$ cat config.mk
export PLATFORM = sky130hd
export DESIGN_NAME = axi_chan_cut_chain
export DESIGN_NICKNAME = d
export VERILOG_FILES = /design/src/rtl/axi_cut_pkg.sv /design/src/rtl/axi_cut_stage.sv /design/src/rtl/axi_chan_cut_chain.sv
export SDC_FILE = /design/constraint.sdc
export NUM_CORES = 1
export LEC_CHECK = 0
export ABC_AREA = 1
export CELL_PAD_IN_SITES_DETAIL_PLACEMENT = 0
export CELL_PAD_IN_SITES_GLOBAL_PLACEMENT = 1
export CORE_ASPECT_RATIO = 0.6
export CORE_UTILIZATION = 36
export CTS_BUF_LIST = sky130_fd_sc_hd__clkbuf_2
export CTS_CLUSTER_DIAMETER = 30
export DETAILED_ROUTE_END_ITERATION = 7
export HOLD_SLACK_MARGIN = 0.08
export PLACE_DENSITY_LB_ADDON = 0.1
export SYNTH_ARGS = -nofsm -noshare
export SYNTH_HDL_FRONTEND = slang
export SYNTH_SLANG_ARGS = --single-unit
export TNS_END_PERCENT = 10
$ cat constraint.sdc
create_clock -name clk_i -period 3 [get_ports clk_i]
set_clock_uncertainty 0.05 [all_clocks]
set_input_delay 0.9 -clock clk_i [delete_from_list [all_inputs] [get_ports clk_i]]
set_output_delay 0.9 -clock clk_i [all_outputs]
set_load 0.05 [all_outputs]
$ cat src/rtl/axi_cut_pkg.sv
// Shared definitions for the AXI channel cut chain.
//   CUT_BYPASS / CUT_SPILL / CUT_FWD : MODE encodings
//   spill_state_e                    : occupancy state of one spill stage
//   cut_capacity(mode, cuts)         : number of beats a chain can hold
package axi_cut_pkg;

  localparam int CUT_BYPASS = 0;
  localparam int CUT_SPILL  = 1;
  localparam int CUT_FWD    = 2;

  // EMPTY: no entry, HALF: output entry A full, FULL: A and skid entry B full.
  typedef enum logic [1:0] {
    EMPTY = 2'd0,
    HALF  = 2'd1,
    FULL  = 2'd2
  } spill_state_e;

  function automatic int cut_capacity(input int mode, input int cuts);
    case (mode)
      CUT_SPILL: return 2 * cuts;
      CUT_FWD:   return cuts;
      default:   return 0;
    endcase
  endfunction

endpackage

$ cat src/rtl/axi_cut_stage.sv
// One pipeline stage of the AXI channel cut chain.
//   MODE = CUT_SPILL : two-entry spill register, valid, data and ready all
//                      registered (ready comes straight from the state flops).
//   MODE = CUT_FWD   : one-entry forward register, ready is combinational
//                      from the downstream ready.
// Ports:
//   clk_i, rst_ni         clock, asynchronous active-low reset
//   valid_i/ready_o/data_i  upstream handshake and payload
//   valid_o/ready_i/data_o  downstream handshake and payload
module axi_cut_stage
  import axi_cut_pkg::*;
#(
  parameter int DATA_WIDTH = 64,
  parameter int MODE       = CUT_SPILL
) (
  input  logic                  clk_i,
  input  logic                  rst_ni,
  input  logic                  valid_i,
  output logic                  ready_o,
  input  logic [DATA_WIDTH-1:0] data_i,
  output logic                  valid_o,
  input  logic                  ready_i,
  output logic [DATA_WIDTH-1:0] data_o
);

  generate
    if (MODE == CUT_FWD) begin : g_fwd
      logic                  full_q;
      logic [DATA_WIDTH-1:0] data_q;

      // The entry may be refilled in the same cycle it is drained.
      assign ready_o = !full_q || ready_i;
      assign valid_o = full_q;
      assign data_o  = data_q;

      always_ff @(posedge clk_i or negedge rst_ni) begin
        if (!rst_ni) begin
          full_q <= 1'b0;
          data_q <= '0;
        end else if (ready_o) begin
          full_q <= valid_i;
          if (valid_i) data_q <= data_i;
        end
      end
    end else begin : g_spill
      spill_state_e          state_q, state_d;
      logic [DATA_WIDTH-1:0] a_q, b_q;
      logic                  in_hs, out_hs;

      assign in_hs  = valid_i && ready_o;
      assign out_hs = valid_o && ready_i;
      assign data_o = a_q;

      // NOTE: sequential state uses non-blocking assignments so every flop
      // samples the pre-edge values, independent of process ordering.
      always_ff @(posedge clk_i or negedge rst_ni) begin
        if (!rst_ni) state_q <= EMPTY;
        else         state_q <= state_d;
      end

      // NOTE: default assignment first so no path leaves state_d unassigned
      // (which would infer a latch).
      always_comb begin
        state_d = state_q;
        case (state_q)
          EMPTY:   if (in_hs) state_d = HALF;
          HALF: begin
            if (in_hs && !out_hs)      state_d = FULL;
            else if (!in_hs && out_hs) state_d = EMPTY;
          end
          FULL:    if (out_hs) state_d = HALF;
          default: state_d = EMPTY;
        endcase
      end

      // Both handshake outputs decode only the state flops, so neither has a
      // combinational path from valid_i or ready_i.
      always_comb begin
        valid_o = (state_q != EMPTY);
        ready_o = (state_q != FULL);
      end

      // NOTE: payload storage is reset as well, because data_o must read 0
      // out of reset; payload registers need not normally be reset.
      always_ff @(posedge clk_i or negedge rst_ni) begin
        if (!rst_ni) begin
          a_q <= '0;
          b_q <= '0;
        end else begin
          case (state_q)
            EMPTY: if (in_hs) a_q <= data_i;
            HALF: begin
              if (in_hs && out_hs) a_q <= data_i;
              else if (in_hs)      b_q <= data_i;
            end
            FULL:  if (out_hs) a_q <= b_q;
            default: ;
          endcase
        end
      end
    end
  endgenerate

endmodule

$ cat src/rtl/axi_chan_cut_chain.sv
// Chain of NUM_CUTS pipeline stages on a single AXI channel, with occupancy
// and idle reporting and an optional downstream-stall counter.
// Optional feature macro: AXI_CUT_STALL_CNT_EN (stall counter present when
// defined; stall_cnt_o tied to 0 otherwise).
// Ports:
//   clk_i, rst_ni           clock, asynchronous active-low reset
//   valid_i/ready_o/data_i  upstream handshake and payload
//   valid_o/ready_i/data_o  downstream handshake and payload
//   count_o, idle_o         beats held in the chain, high when none held
//   stall_clr_i             synchronous clear of the stall counter
//   stall_cnt_o             saturating count of cycles valid_o && !ready_i
module axi_chan_cut_chain
  import axi_cut_pkg::*;
#(
  parameter int DATA_WIDTH = 64,
  parameter int NUM_CUTS   = 1,
  parameter int MODE       = CUT_SPILL,
  // Kept at least 1 bit wide so the wire-only build still has a legal port.
  parameter int CNT_W      = (NUM_CUTS > 0) ? $clog2(2 * NUM_CUTS + 1) : 1
) (
  input  logic                  clk_i,
  input  logic                  rst_ni,
  input  logic                  valid_i,
  output logic                  ready_o,
  input  logic [DATA_WIDTH-1:0] data_i,
  output logic                  valid_o,
  input  logic                  ready_i,
  output logic [DATA_WIDTH-1:0] data_o,
  output logic [CNT_W-1:0]      count_o,
  output logic                  idle_o,
  input  logic                  stall_clr_i,
  output logic [31:0]           stall_cnt_o
);

  // Zero capacity covers MODE 0, NUM_CUTS 0 and any unknown mode: pure wires.
  localparam int CAP = cut_capacity(MODE, NUM_CUTS);

  generate
    if (CAP == 0) begin : g_bypass
      assign valid_o = valid_i;
      assign data_o  = data_i;
      assign ready_o = ready_i;
      assign count_o = '0;
      assign idle_o  = 1'b1;
    end else begin : g_chain
      logic                  valid_s [NUM_CUTS+1];
      logic                  ready_s [NUM_CUTS+1];
      logic [DATA_WIDTH-1:0] data_s  [NUM_CUTS+1];
      logic [CNT_W-1:0]      count_q;
      logic                  in_hs, out_hs;

      assign valid_s[0]        = valid_i;
      assign data_s[0]         = data_i;
      assign ready_o           = ready_s[0];
      assign valid_o           = valid_s[NUM_CUTS];
      assign data_o            = data_s[NUM_CUTS];
      assign ready_s[NUM_CUTS] = ready_i;

      for (genvar i = 0; i < NUM_CUTS; i++) begin : g_stage
        axi_cut_stage #(
          .DATA_WIDTH (DATA_WIDTH),
          .MODE       (MODE)
        ) u_stage (
          .clk_i   (clk_i),
          .rst_ni  (rst_ni),
          .valid_i (valid_s[i]),
          .ready_o (ready_s[i]),
          .data_i  (data_s[i]),
          .valid_o (valid_s[i+1]),
          .ready_i (ready_s[i+1]),
          .data_o  (data_s[i+1])
        );
      end

      assign in_hs  = valid_i && ready_o;
      assign out_hs = valid_o && ready_i;

      // Stage back-pressure bounds the chain to CAP beats, so the counter
      // can neither overflow nor underflow.
      always_ff @(posedge clk_i or negedge rst_ni) begin
        if (!rst_ni)               count_q <= '0;
        else if (in_hs && !out_hs) count_q <= count_q + 1'b1;
        else if (out_hs && !in_hs) count_q <= count_q - 1'b1;
      end

      assign count_o = count_q;
      assign idle_o  = (count_q == '0);
    end
  endgenerate

`ifdef AXI_CUT_STALL_CNT_EN
  logic [31:0] stall_cnt_q;

  // Clear wins over increment; the counter sticks at all-ones.
  always_ff @(posedge clk_i or negedge rst_ni) begin
    if (!rst_ni)
      stall_cnt_q <= '0;
    else if (stall_clr_i)
      stall_cnt_q <= '0;
    else if (valid_o && !ready_i && (stall_cnt_q != 32'hFFFF_FFFF))
      stall_cnt_q <= stall_cnt_q + 32'd1;
  end

  assign stall_cnt_o = stall_cnt_q;
`else
  logic unused_stall_clr;
  assign unused_stall_clr = stall_clr_i;
  assign stall_cnt_o      = '0;
`endif

endmodule
; Word level (Yosys, flattened, before mapping)
; Cells that the tools add are included.
[totals]
reg_bits = 132
input_bits = 69
word_cells = 40
[classes]
add_sub_neg = 2
n_eq_ne = 7
mux = 11
bitwise = 1
n_reduce_logical = 15
[ops]
columns = cell, n
row1 = $mux 64, 3
row2 = $pmux 64 s3, 1
row3 = $mux 2, 6
row4 = $ne 2x1->1 const B, 3
row5 = $pmux 2 s3, 1
row6 = $reduce_and 3->1, 2
row7 = $logic_and 1x1->1, 5
row8 = $logic_not 2->1, 2
row9 = $reduce_and 4->1, 1
row10 = $reduce_bool 2->1, 2
row11 = $ne 3x3->1 const B, 1
row12 = $reduce_bool 3->1, 1
row13 = $add 2x1->2 const B, 1
row14 = $eq 2x1->1 const B, 1
row15 = $eq 2x2->1 const B, 1
row16 = $logic_not 1->1, 2
row17 = $ne 2x2->1 const B, 1
row18 = $sub 2x1->2 const B, 1
row19 = $not 1->1, 1

; Depth between registers and ports, before layout
; Gate-level depths: netlist (run 1).
[logic_depth]
word_depth = 7
depth_mapped = 11

; Modules after synthesis
; From an unflattened synthesis (run 1), not the netlist that was laid out.
[unflattened]
hier_cells = 838
hier_area_um2 = 6433.7
[modules_own_cells]
columns = module, n_inst, cells_each, area_each_um2, seq_area_each_um2
row1 = axi_cut_stage, 1, 783, 6050.8, 3253.1
row2 = axi_chan_cut_chain, 1, 55, 382.9, 50.0

; Worst setup path after synthesis (run 1)
; OpenSTA, ideal clock, no wires.
[synth_path]
path_type = reg-to-output
from = register g_chain.count_q[0], in the netlist count_o[0]
to = output port idle_o
arrival_ps = 1325
required_time_ps = 2050
path_slack_ps = 725
path_stages_with_launch = 2
path_cell_list = dfrtp_1 -> nor2_1
[synth_via]
elab_chain_cells = 1
[synth_rtl]
columns = element, line
row1 = from (decl), axi_chan_cut_chain.sv:49  ; logic [CNT_W-1:0] count_q;
row2 = from (signal assigned), axi_chan_cut_chain.sv:82  ; else if (in_hs && !out_hs) count_q <= count_q + 1'b1;
row3 = from (signal assigned), axi_chan_cut_chain.sv:83  ; else if (out_hs && !in_hs) count_q <= count_q - 1'b1;
row4 = $logic_not 2->1, axi_chan_cut_chain.sv:87  ; assign idle_o = (count_q == '0);
row5 = to (decl), axi_chan_cut_chain.sv:30  ; output logic idle_o,
; Every way passes these cells.

; Final worst setup path (run 1)
[layout_path]
from = register g_chain.g_stage[0].u_stage.g_spill.a_q[14]
to = output port data_o[14]
[layout_rtl]
columns = element, line
row1 = from (decl), axi_cut_stage.sv:47  ; logic [DATA_WIDTH-1:0] a_q, b_q;
row2 = from (signal assigned), axi_cut_stage.sv:91  ; EMPTY: if (in_hs) a_q <= data_i;
row3 = from (signal assigned), axi_cut_stage.sv:93  ; if (in_hs && out_hs) a_q <= data_i;
row4 = from (signal assigned), axi_cut_stage.sv:96  ; FULL: if (out_hs) a_q <= b_q;
row5 = to (decl), axi_chan_cut_chain.sv:28  ; output logic [DATA_WIDTH-1:0] data_o,
; No word-level cell between the ends.

==> reports/qor_table.md, run 1 <==
| Parameter | Reported |
|:---|:---|
| Status | finished clean |
| Kind of end point of the critical path | primary output |
| Residual DRC | 0 |
| Global routing usage summed across all routing layers | 19.1% |
| Slowest stage delay, CP | 0.84 ns |
| Crit path max fanout | 2 |
| Crit Path Class | reg2out |
| Clock tree from TritonCTS | done |
| Fraction of power consumed by combinational cells | 54.7% |
| Core area | 16,500 sq um |
| Number of antenna violations at the first check in global routing | 2 |
| Slew at the pin with the worst max-slew slack | 1.05 ns |
| Boundary Pins | 170 |
| Number of endpoints failing setup at the final stage | 0 |
| Max-Slew Margin vs Limit | 30.1% |
| Post-layout net count | 975 |
| Iter 0 DRT Violations | 312 |
| Clock latency of the later-clocked register in the worst-skew pair | 0.64 ns |
| Average cell area after synthesis | 7.93 sq um |
| Critical path depth in cells | 1 |
| Unrepaired setup endpoints after global routing | false |
| Die Width | 171 um |
| Share of final-layout standard cells stronger than drive strength 1 | 7.42% |
| Buffer and inverter count on the worst path | 1 |
| Sequential cell fraction of total power | 31.6% |
| Critical Path RT | 2.05 ns |
| Most common library cell in the layout ignoring fill and taps | sky130_fd_sc_hd__nand2_1 |
| Switching fraction of total power | 49.3% |
| Vias per std cell | 4.58 |
| Global-route wire length before repair | 26.0 mm |
| Min Hold Slack | 0.123 ns |
| Commonest register cell after synthesis | sky130_fd_sc_hd__dfrtp_1 |
| Count of endpoints failing hold in the final timing report | 0 |
| Met1 demand-to-capacity share in global routing | 26.2% |
| Internal | 0.00492 W |
| Worst reg2reg path depth | 8 |
| Most frequent cells in the layout | 332 x sky130_fd_sc_hd__nand2_1, 132 x sky130_fd_sc_hd__dfrtp_1, 131 x sky130_fd_sc_hd__clkdlybuf4s50_1 |
| Vertical extent of the die | 103 um |
| Final clock period utilization by the worst path | 95.1% |
| Count of flip-flops with a built-in enable after synthesis | 0 |
| Ys async rst share | 100% |
| Leakage power figure | 4.19 nW |
| Multi-input gate area | 2340 sq um |
| Total area of sequential cells | 3300 sq um |
| Post-CTS setup buffers | 0 |
| Clock sinks | 132 |
| Count of warnings emitted by yosys | 0 |
| Min Tclk post-route | 2.85 ns |
| Grt met2 use | 29.6% |
| Global Route met3 Usage | 5.90% |
| Placer congestion estimate | 0.802 |
| Total of buffers placed on input and output ports | 136 |
| Series of cell instances along the critical path | clkdlybuf4s50_1 |
| Kind of cell adding the most delay to the critical path | buffers and inverters |
| Signed area change from the synthesized netlist to the final layout | 29.1% |
| Number of placement rows | 36 |
| Total routed wirelength | 16.0 mm |
| Num CTS Buffers | 17 |
| Number of unique standard cell types used by synthesis | 22 |
| Vias post-DR | 5,254 |
| Busiest layer in global routing | met2 |
| Worst setup slack before clock tree synthesis | 0.181 ns |
| Crit start category | flip-flop |
| Cell at the slowest stage of the critical path | sky130_fd_sc_hd__clkdlybuf4s50_1 |
| Vias in the first global route | 5,122 |
| Worst-case setup margin in the final layout | 0.146 ns |
| Part of the Yosys area used for sequential elements | 53.5% |
| Largest buffer count on any clock path | 2 |
| Post-synthesis cell area | 6170 sq um |
| Final count of pins violating max slew | 0 |
| Synthesized instance count | 778 |
| Initial Util | 37.4% |
| Drt first pass iters | 5 |
| Fill cell total of the finished layout | 1,634 |
| Die outline area | 17,700 sq um |
| DR WL/cell | 14.0 um |
| Register bit total from synthesis | 132 |
| Data arrival time of the critical path | 1.90 ns |
| Final design area excluding fillers | 7970 sq um |
| Pin count of the biggest net entering global routing | 105 |
| Total overflow reported by the global router | 0 |
| Pwr per Cell Area | 1220 nW/um^2 |
| CTS root buffer | sky130_fd_sc_hd__clkbuf_2 |
| Count of maximum capacitance violations | 0 |
| Sum Neg Setup Slack | 0 ns |
| Proportion of power drawn by the clock network | 13.7% |
| Number of levels the H-tree was split into | 4 |
| Placed instance area | 7660 sq um |
| Worst hold path type | in2async |
| Clock slew seen by the registers of the worst setup and hold paths | 0.21 ns |
| Overall power | 0.00970 W |
| Hold-fix buffers, CTS | 0 |
| IR drop worst, VDD | 0.000590 V |
| Half-perimeter wire length after detailed placement | 10.4 mm |
| Number of nets with antenna violations after detailed routing | 0 |
| Max Clock Freq | 350 MHz |
| Switching pwr | 0.00478 W |
==> through the flow <==
| step | instances | util [%] |
|---|---|---|
| floorplan | 809 | - |
| global placement | 1113 | 46.5 |
| detailed placement | 1113 | 46.5 |
| CTS | 1145 | 48.3 |
| global route | 1145 | 48.3 |
| finish | 1146 | 48.3 |
==> Yosys cell counts, types with 4 or more instances <==
library cell               count  area share [%]
sky130_fd_sc_hd__inv_2         4            0.24
sky130_fd_sc_hd__clkbuf_1     15            0.91
sky130_fd_sc_hd__o21ai_1      11            0.89
sky130_fd_sc_hd__nor2_1       46             2.8
sky130_fd_sc_hd__a21oi_2      10             1.4
sky130_fd_sc_hd__dfrtp_1     132              54
sky130_fd_sc_hd__buf_2        20             1.6
sky130_fd_sc_hd__inv_1        47             2.9
sky130_fd_sc_hd__a21oi_1      33             2.7
sky130_fd_sc_hd__nand2_1     332              20
sky130_fd_sc_hd__o21ai_0      30             2.4
sky130_fd_sc_hd__buf_4        37             4.5
sky130_fd_sc_hd__nand3_1      47             3.8
==> logic make-up (layout without fill, tap and decap cells) <==
kind of cell               count (synthesis)  after routing  share of synthesized area, %
xor gates and xnor gates                   2              2                         0.284
adders and majority gates                  2              2                         0.406
AOI/OAI and AO/OA                         85             85                          7.54
buffers and inverters                    126            234                          10.7
other                                      1             33                        0.0608
and+or+nand+nor                          430            430                          27.5
DFF                                      132            132                          53.5
==> final timing paths <==
path                       slack [ns]                                          start                                          to
setup / recovery                 0.15          g_chain.g_stage[0].u_stage.data_o[14]                                  data_o[14]
hold / removal                   0.12                                         rst_ni  g_chain.g_stage[0].u_stage.g_spill.b_q[24]
setup reg to reg                 0.64  g_chain.g_stage[0].u_stage.g_spill.state_q[0]  g_chain.g_stage[0].u_stage.g_spill.b_q[42]
hold reg to reg                  0.45     g_chain.g_stage[0].u_stage.g_spill.b_q[61]  g_chain.g_stage[0].u_stage.g_spill.b_q[61]
max in group asynchronous        2.04                                         rst_ni       g_chain.g_stage[0].u_stage.data_o[16]
min in group clk_i               0.45     g_chain.g_stage[0].u_stage.g_spill.b_q[61]  g_chain.g_stage[0].u_stage.g_spill.b_q[61]
==> registers in the layout (all words and copies together) (netlist names) <==
name	cells
g_chain.g_stage.u_stage.data_o	64
g_chain.g_stage.u_stage.g_spill.b_q	64
count_o	2
g_chain.g_stage.u_stage.g_spill.state_q	2
==> area by class of cell <==
cell class	count	share of cell area [%]
sequential	132	41.5
multi-input combinational	551	29.3
timing repair buffer	151	19.4
tap	228	3.58
clock inverter	13	2.61
inverter	51	2.40
clock buffer	19	1.19
antenna	1	0.0314
==> repair_timing <==
action | in CTS | in global routing
setup endpoints to repair | 1 | 1
resized for setup | 1 | 1
hold endpoints to repair | 0 | 0
pin swaps | 0 | 0
==> power groups by stage <==
stage	clock, W	combinational [W]	sequential, W
final	0.00132	0.00531	0.00307
after global routing	0.00145	0.00577	0.00318
after CTS	0.00137	0.00537	0.00308
after detailed placement	0	0.00535	0.00312
after global placement	0	0.00525	0.00308
after floorplan	0	0.00213	0.00455
==> metal layers <==
layer / vias up / share of wire (%)
li1: 2594 / -
met1: 2494 / 49
met2: 151 / 44
met3: 13 / 6.8
met4: 2 / 0.54
met5: - / 0.081
No activity file was read; power rests on OpenSTA's default activity.
==> run 2, diff against run 1 <==
--- a/config.mk
+++ b/config.mk
@@ -15,6 +15,7 @@
 export DETAILED_ROUTE_END_ITERATION = 7
 export HOLD_SLACK_MARGIN = 0.08
 export PLACE_DENSITY_LB_ADDON = 0.1
+export REMOVE_ABC_BUFFERS = 1
 export SYNTH_ARGS = -nofsm -noshare
 export SYNTH_HDL_FRONTEND = slang
 export SYNTH_SLANG_ARGS = --single-unit
==> reports/qor_table.md, run 2 (synthesis gave the netlist of run 1 again) <==
| Parameter | Reported | Change |
|:---|:---|:---|
| Worst-case setup margin in the final layout | 0.146 ns | -0.0000190 ns |
| Slew at the pin with the worst max-slew slack | 0.572 ns | -0.476 ns |
| Residual DRC | 0 | unchanged |
| Total of buffers placed on input and output ports | 136 | unchanged |
| DR WL/cell | 13.8 um | -1.6% |
| Most common library cell in the layout ignoring fill and taps | sky130_fd_sc_hd__nand2_1 |  |
| Vias post-DR | 5,214 | -0.76% |
| Leakage power figure | 4.24 nW | +1.2% |
| Count of maximum capacitance violations | 0 | unchanged |
| Half-perimeter wire length after detailed placement | 9.91 mm | -4.5% |
| Number of nets with antenna violations after detailed routing | 0 | unchanged |
| Largest buffer count on any clock path | 2 | unchanged |
| Vias in the first global route | 4,919 | -4.0% |
| Max Clock Freq | 350 MHz | about the same |
| Number of levels the H-tree was split into | 4 | unchanged |
| Sum Neg Setup Slack | 0 ns | unchanged |
| Fill cell total of the finished layout | 1,571 | -3.9% |
| Series of cell instances along the critical path | clkdlybuf4s50_1 |  |
| Number of endpoints failing setup at the final stage | 0 | unchanged |
| Kind of end point of the critical path | primary output |  |
| Boundary Pins | 170 | unchanged |
| CTS root buffer | sky130_fd_sc_hd__clkbuf_2 |  |
| Slowest stage delay, CP | 0.86 ns | +0.02 ns |
| Final count of pins violating max slew | 0 | unchanged |
| Clock tree from TritonCTS | done |  |
| Overall power | 0.00963 W | -0.68% |
| Worst hold path type | reg2reg |  |
| Count of endpoints failing hold in the final timing report | 0 | unchanged |
| Share of final-layout standard cells stronger than drive strength 1 | 7.32% | -0.093 points |
| Data arrival time of the critical path | 1.90 ns | about the same |
| Kind of cell adding the most delay to the critical path | buffers and inverters |  |
| Num CTS Buffers | 17 | unchanged |
| Vias per std cell | 4.56 | -0.59% |
| Buffer and inverter count on the worst path | 1 | unchanged |
| Total overflow reported by the global router | 0 | unchanged |
| Die Width | 171 um | unchanged |
| Critical Path RT | 2.05 ns | about the same |
| Crit path max fanout | 2 | unchanged |
| Vertical extent of the die | 103 um | unchanged |
| Pwr per Cell Area | 1210 nW/um^2 | -0.78% |
| Unrepaired setup endpoints after global routing | false |  |
| Post-layout net count | 973 | -0.21% |
| Number of placement rows | 36 | unchanged |
| Drt first pass iters | 5 | unchanged |
| Die outline area | 17,700 sq um | unchanged |
| Status | finished clean |  |
| Iter 0 DRT Violations | 313 | +0.32% |
| Clock latency of the later-clocked register in the worst-skew pair | 0.65 ns | about the same |
| Number of antenna violations at the first check in global routing | 1 | -1 |
| Core area | 16,500 sq um | unchanged |
| Total routed wirelength | 15.7 mm | -1.8% |
| Clock slew seen by the registers of the worst setup and hold paths | 0.20 ns | about the same |
| Crit Path Class | reg2out |  |
| Cell at the slowest stage of the critical path | sky130_fd_sc_hd__clkdlybuf4s50_1 |  |
| Crit start category | flip-flop |  |
| Global-route wire length before repair | 24.8 mm | -4.4% |
| Final clock period utilization by the worst path | 95.1% | about the same |
| Initial Util | 37.4% | unchanged |
| Most frequent cells in the layout | 332 x sky130_fd_sc_hd__nand2_1, 131 x sky130_fd_sc_hd__dfrtp_1, 126 x sky130_fd_sc_hd__clkdlybuf4s50_1 |  |
| Global routing usage summed across all routing layers | 18.4% | -0.77 points |
| Max-Slew Margin vs Limit | 61.8% | +32 points |
| Pin count of the biggest net entering global routing | 105 | unchanged |
| Signed area change from the synthesized netlist to the final layout | 29.3% | about the same |
| Worst setup slack before clock tree synthesis | 0.226 ns | +0.0444 ns |
| IR drop worst, VDD | 0.000586 V | -0.60% |
| Min Tclk post-route | 2.85 ns | +0.0000190 ns |
| Placer congestion estimate | 0.760 | -5.3% |
| Clock sinks | 132 | unchanged |
## run 2: cell count changes in the layout (fill, tap and decap cells not counted), sizes merged
cell,before,now
buf,18,15
bufinv,5,4
clkdlybuf4s50,131,126
clkinv,5,3
clkinvlp,3,2
dlygate4sd3,0,1
dlymetal6s2s,1,6
inv,51,55
## run 2: repair_timing
action	CTS	global route
endpoints found under the hold margin	24	0
setup buffers	0	0
setup endpoints to repair	1	8
gates resized for setup	1	9
hold buffers	1	0
## run 2: path summary, 6_finish.rpt
path / start / end / slack [ns] / cells past startpoint
worst min register to register: g_chain.g_stage[0].u_stage.g_spill.b_q[4] / g_chain.g_stage[0].u_stage.g_spill.b_q[4] / 0.45 / 2
worst max register to register: g_chain.g_stage[0].u_stage.g_spill.state_q[0] / g_chain.g_stage[0].u_stage.data_o[13] / 0.90 / 9
worst max-delay path: g_chain.g_stage[0].u_stage.data_o[10] / data_o[10] / 0.15 / 1
max in group asynchronous: rst_ni / g_chain.g_stage[0].u_stage.g_spill.b_q[49] / 1.46 / 3
min in group asynchronous: rst_ni / g_chain.g_stage[0].u_stage.data_o[22] / 0.62 / 2
worst min-delay path: g_chain.g_stage[0].u_stage.g_spill.b_q[4] / g_chain.g_stage[0].u_stage.g_spill.b_q[4] / 0.45 / 2
## run 2: layout make-up
| class | instances | area (sq um) | area share, % |
|---|---|---|---|
| clock inverters | 13 | 199 | 2.49 |
| inverters | 51 | 194 | 2.43 |
| well taps | 228 | 285 | 3.58 |
| clock buffers | 19 | 95.1 | 1.19 |
| repair buffers | 149 | 1560 | 19.5 |
| multi-input cells | 551 | 2340 | 29.3 |
| diodes | 1 | 2.50 | 0.0314 |
| flip-flops and latches | 132 | 3300 | 41.4 |
## run 2: per-layer routing
| layer | part of all wire [%] | track usage, % | wire length [um] | vias to the layer above |
|---|---|---|---|---|
| met5 | 0 | 0 | 0 | - |
| met4 | 0.61 | 5.91 | 96 | 0 |
| met3 | 5.3 | 3.96 | 840 | 10 |
| met2 | 44 | 28.5 | 6940 | 145 |
| met1 | 50 | 25.7 | 7850 | 2470 |
| li1 | - | - | - | 2589 |
## run 2: power breakdown
group          leakage [nW]  internal, W  switching (W)
clock network         0.168     0.000572       0.000720
registers              1.56      0.00264       0.000429
logic                  2.51      0.00164        0.00363
## run 2: metrics by stage
| step | std cells | hold WS, ns | cell area, sq um | utilization (%) |
|---|---|---|---|---|
| 2_1_floorplan | 734 | 0.393 | 5820 | - |
| 3_3_place_gp | 1110 | 0.404 | 7650 | 46.4 |
| 3_5_place_dp | 1110 | 0.412 | 7650 | 46.4 |
| 4_1_cts | 1143 | 0.453 | 7950 | 48.2 |
| 5_1_grt | 1143 | 0.468 | 7970 | 48.4 |
| 6_report | 1144 | 0.452 | 7980 | 48.4 |
==> run 3, diff against run 2 <==
==> constraint.sdc (replaced) <==
create_clock -name clk_i -period 3 [get_ports clk_i]
set_clock_uncertainty 0.05 [all_clocks]
set_input_delay 0.75 -clock clk_i [delete_from_list [all_inputs] [get_ports clk_i]]
set_output_delay 0.75 -clock clk_i [all_outputs]
set_load 0.05 [all_outputs]
==> reports/qor_table.md, run 3 (synthesis gave the netlist of run 1 again) <==
| Parameter | Reported | Change |
|:---|:---|:---|
| Total routed wirelength | 15.5 mm | -1.3% |
| Iter 0 DRT Violations | 251 | -20% |
| Vias per std cell | 4.46 | -2.2% |
| Crit path max fanout | 17 | +15 |
| Initial Util | 37.4% | unchanged |
| Core area | 16,500 sq um | unchanged |
| Fill cell total of the finished layout | 1,599 | +1.8% |
| Signed area change from the synthesized netlist to the final layout | 28.5% |  |
| Pwr per Cell Area | 1200 nW/um^2 | -0.50% |
| Final design area excluding fillers | 7930 sq um | -0.63% |
| Post-CTS setup buffers | 0 | unchanged |
| Worst hold path type | in2async |  |
| Final std cells w/o fill | 1,145 | +0.087% |
| Min Tclk post-route | 2.79 ns | -0.0600 ns |
| Placer congestion estimate | 0.769 | +1.3% |
| Critical Path RT | 2.20 ns | +0.15 ns |
| Max Clock Freq | 358 MHz | +2.1% |
| Clock sinks | 132 | unchanged |
| Status | finished clean |  |
| Launch instance of the worst register-to-register path | g_chain.g_stage[0].u_stage.g_spill.state_q[1] |  |
| Final clock period utilization by the worst path | 93.1% | -2.0 points |
| Half-perimeter wire length after detailed placement | 9.82 mm | -0.94% |
| Crit Path Class | reg2out |  |
| Share of final-layout standard cells stronger than drive strength 1 | 7.21% | -0.11 points |
| Placed instance area | 7640 sq um | -0.16% |
| Multi-input gate area | 2340 sq um | unchanged |
| Clock latency of the later-clocked register in the worst-skew pair | 0.66 ns | about the same |
| Vias in the first global route | 5,058 | +2.8% |
| Total area of sequential cells | 3300 sq um | about the same |
| Crit start category | flip-flop |  |
| Most frequent cells in the layout | 332 x sky130_fd_sc_hd__nand2_1, 132 x sky130_fd_sc_hd__dfrtp_1, 132 x sky130_fd_sc_hd__clkdlybuf4s50_1 |  |
| Boundary Pins | 170 | unchanged |
| IR drop worst, VDD | 0.000557 V | -5.1% |
| Worst flop-to-flop path endpoint | g_chain.g_stage[0].u_stage.data_o[24] |  |
| Fin util | 48.1% | -0.30 points |
| Overall power | 0.00952 W | -1.1% |
| Most common library cell in the layout ignoring fill and taps | sky130_fd_sc_hd__nand2_1 |  |
| Unrepaired setup endpoints after global routing | false |  |
| Vias post-DR | 5,103 | -2.1% |
| Slew at the pin with the worst max-slew slack | 0.555 ns | -0.0170 ns |
| CTS root buffer | sky130_fd_sc_hd__clkbuf_2 |  |
| Clock slew seen by the registers of the worst setup and hold paths | 0.22 ns | +0.02 ns |
| Num CTS Buffers | 17 | unchanged |
| Global routing usage summed across all routing layers | 18.4% | about the same |
| Post-layout net count | 973 | unchanged |
| Number of antenna violations at the first check in global routing | 1 | unchanged |
| Drt first pass iters | 4 | -1 |
| Number of nets with antenna violations after detailed routing | 0 | unchanged |
| Number of placement rows | 36 | unchanged |
| Leakage power figure | 4.16 nW | -1.9% |
| First element of the critical path | g_chain.g_stage[0].u_stage.g_spill.state_q[1] |  |
| Residual DRC | 0 | unchanged |
| Max-Slew Margin vs Limit | 62.9% | +1.1 points |
| DP Cell Count | 1,110 | unchanged |
| Kind of end point of the critical path | primary output |  |
| Number of levels the H-tree was split into | 4 | unchanged |
| Total of buffers placed on input and output ports | 136 | unchanged |
| Final count of pins violating max slew | 0 | unchanged |
| Worst reg2reg path depth | 9 | unchanged |
| Vertical extent of the die | 103 um | unchanged |
| Die Width | 171 um | unchanged |
| Clock tree from TritonCTS | done |  |
| Capture point of the critical path | ready_o |  |
| Count of endpoints failing hold in the final timing report | 0 | unchanged |
| Largest buffer count on any clock path | 2 | unchanged |
| Global-route wire length before repair | 25.0 mm | +0.58% |
| Number of endpoints failing setup at the final stage | 0 | unchanged |
| DR WL/cell | 13.6 um | -1.3% |
| Data arrival time of the critical path | 1.99 ns | +0.09 ns |
| Total overflow reported by the global router | 0 | unchanged |
| Min Hold Slack | 0.449 ns | -0.00334 ns |
| Worst reg2reg setup slack | 0.87 ns | -0.03 ns |
| Die outline area | 17,700 sq um | unchanged |
| Pin count of the biggest net entering global routing | 105 | unchanged |
| Count of maximum capacitance violations | 0 | unchanged |
[run 3: worst min-delay path by stage]
stage	startpoint	to	slack (ns)	cells past startpoint
floorplan	g_chain.g_stage[0].u_stage.g_spill.b_q[54]	g_chain.g_stage[0].u_stage.g_spill.b_q[54]	0.39	2
global placement	g_chain.g_stage[0].u_stage.g_spill.b_q[10]	g_chain.g_stage[0].u_stage.g_spill.b_q[10]	0.40	2
detailed placement	g_chain.g_stage[0].u_stage.g_spill.b_q[11]	g_chain.g_stage[0].u_stage.g_spill.b_q[11]	0.41	2
CTS	rst_ni	g_chain.g_stage[0].u_stage.data_o[22]	0.38	2
global route	rst_ni	g_chain.g_stage[0].u_stage.data_o[22]	0.37	2
finish	rst_ni	g_chain.g_stage[0].u_stage.data_o[22]	0.45	2
[run 3: repair_timing]
item                                    CTS  global route
gates resized for setup                   0             1
endpoints found under the setup margin    0             1
hold buffers                              1             0
hold endpoints to repair                 34             0
[run 3: cell type report]
cell class	instances	share of cell area (%)
antenna	2	0.0632
clock buffer	19	1.20
clock inverter	13	2.19
inverter	51	2.42
multi-input combinational	551	29.5
sequential	132	41.7
tap	228	3.60
timing repair buffer	149	19.4
[run 3: metrics by stage]
step,worst slack (ns),setup TNS [ns]
6_report,0.206,0
5_1_grt,0.0474,0
4_1_cts,0.0698,0
3_5_place_dp,0.296,0
3_3_place_gp,0.383,0
2_1_floorplan,-0.635,-36.11
[run 3: power by group]
group | internal (W) | switching (W) | total, W
Combinational | 0.00163 | 0.00362 | 0.00525
Sequential | 0.00264 | 0.000434 | 0.00307
Clock | 0.000485 | 0.000717 | 0.00120
Total | 0.00475 | 0.00477 | 0.00952
[run 3: per-layer routing]
layer / GRT usage (%) / routed length, um / vias up
met1: 25.4 / 7820 / 2364
met4: 6.04 / 176 / 0
met5: 0 / 0 / -
met3: 4.49 / 873 / 12
met2: 28.4 / 6670 / 130
li1: - / - / 2597
[run 3: critical path, cell delays in order (launching register included)]
cell and delay [ns]:
sky130_fd_sc_hd__dfrtp_1 0.65, sky130_fd_sc_hd__buf_4 0.35, sky130_fd_sc_hd__nand2_4 0.12, sky130_fd_sc_hd__buf_4 0.21
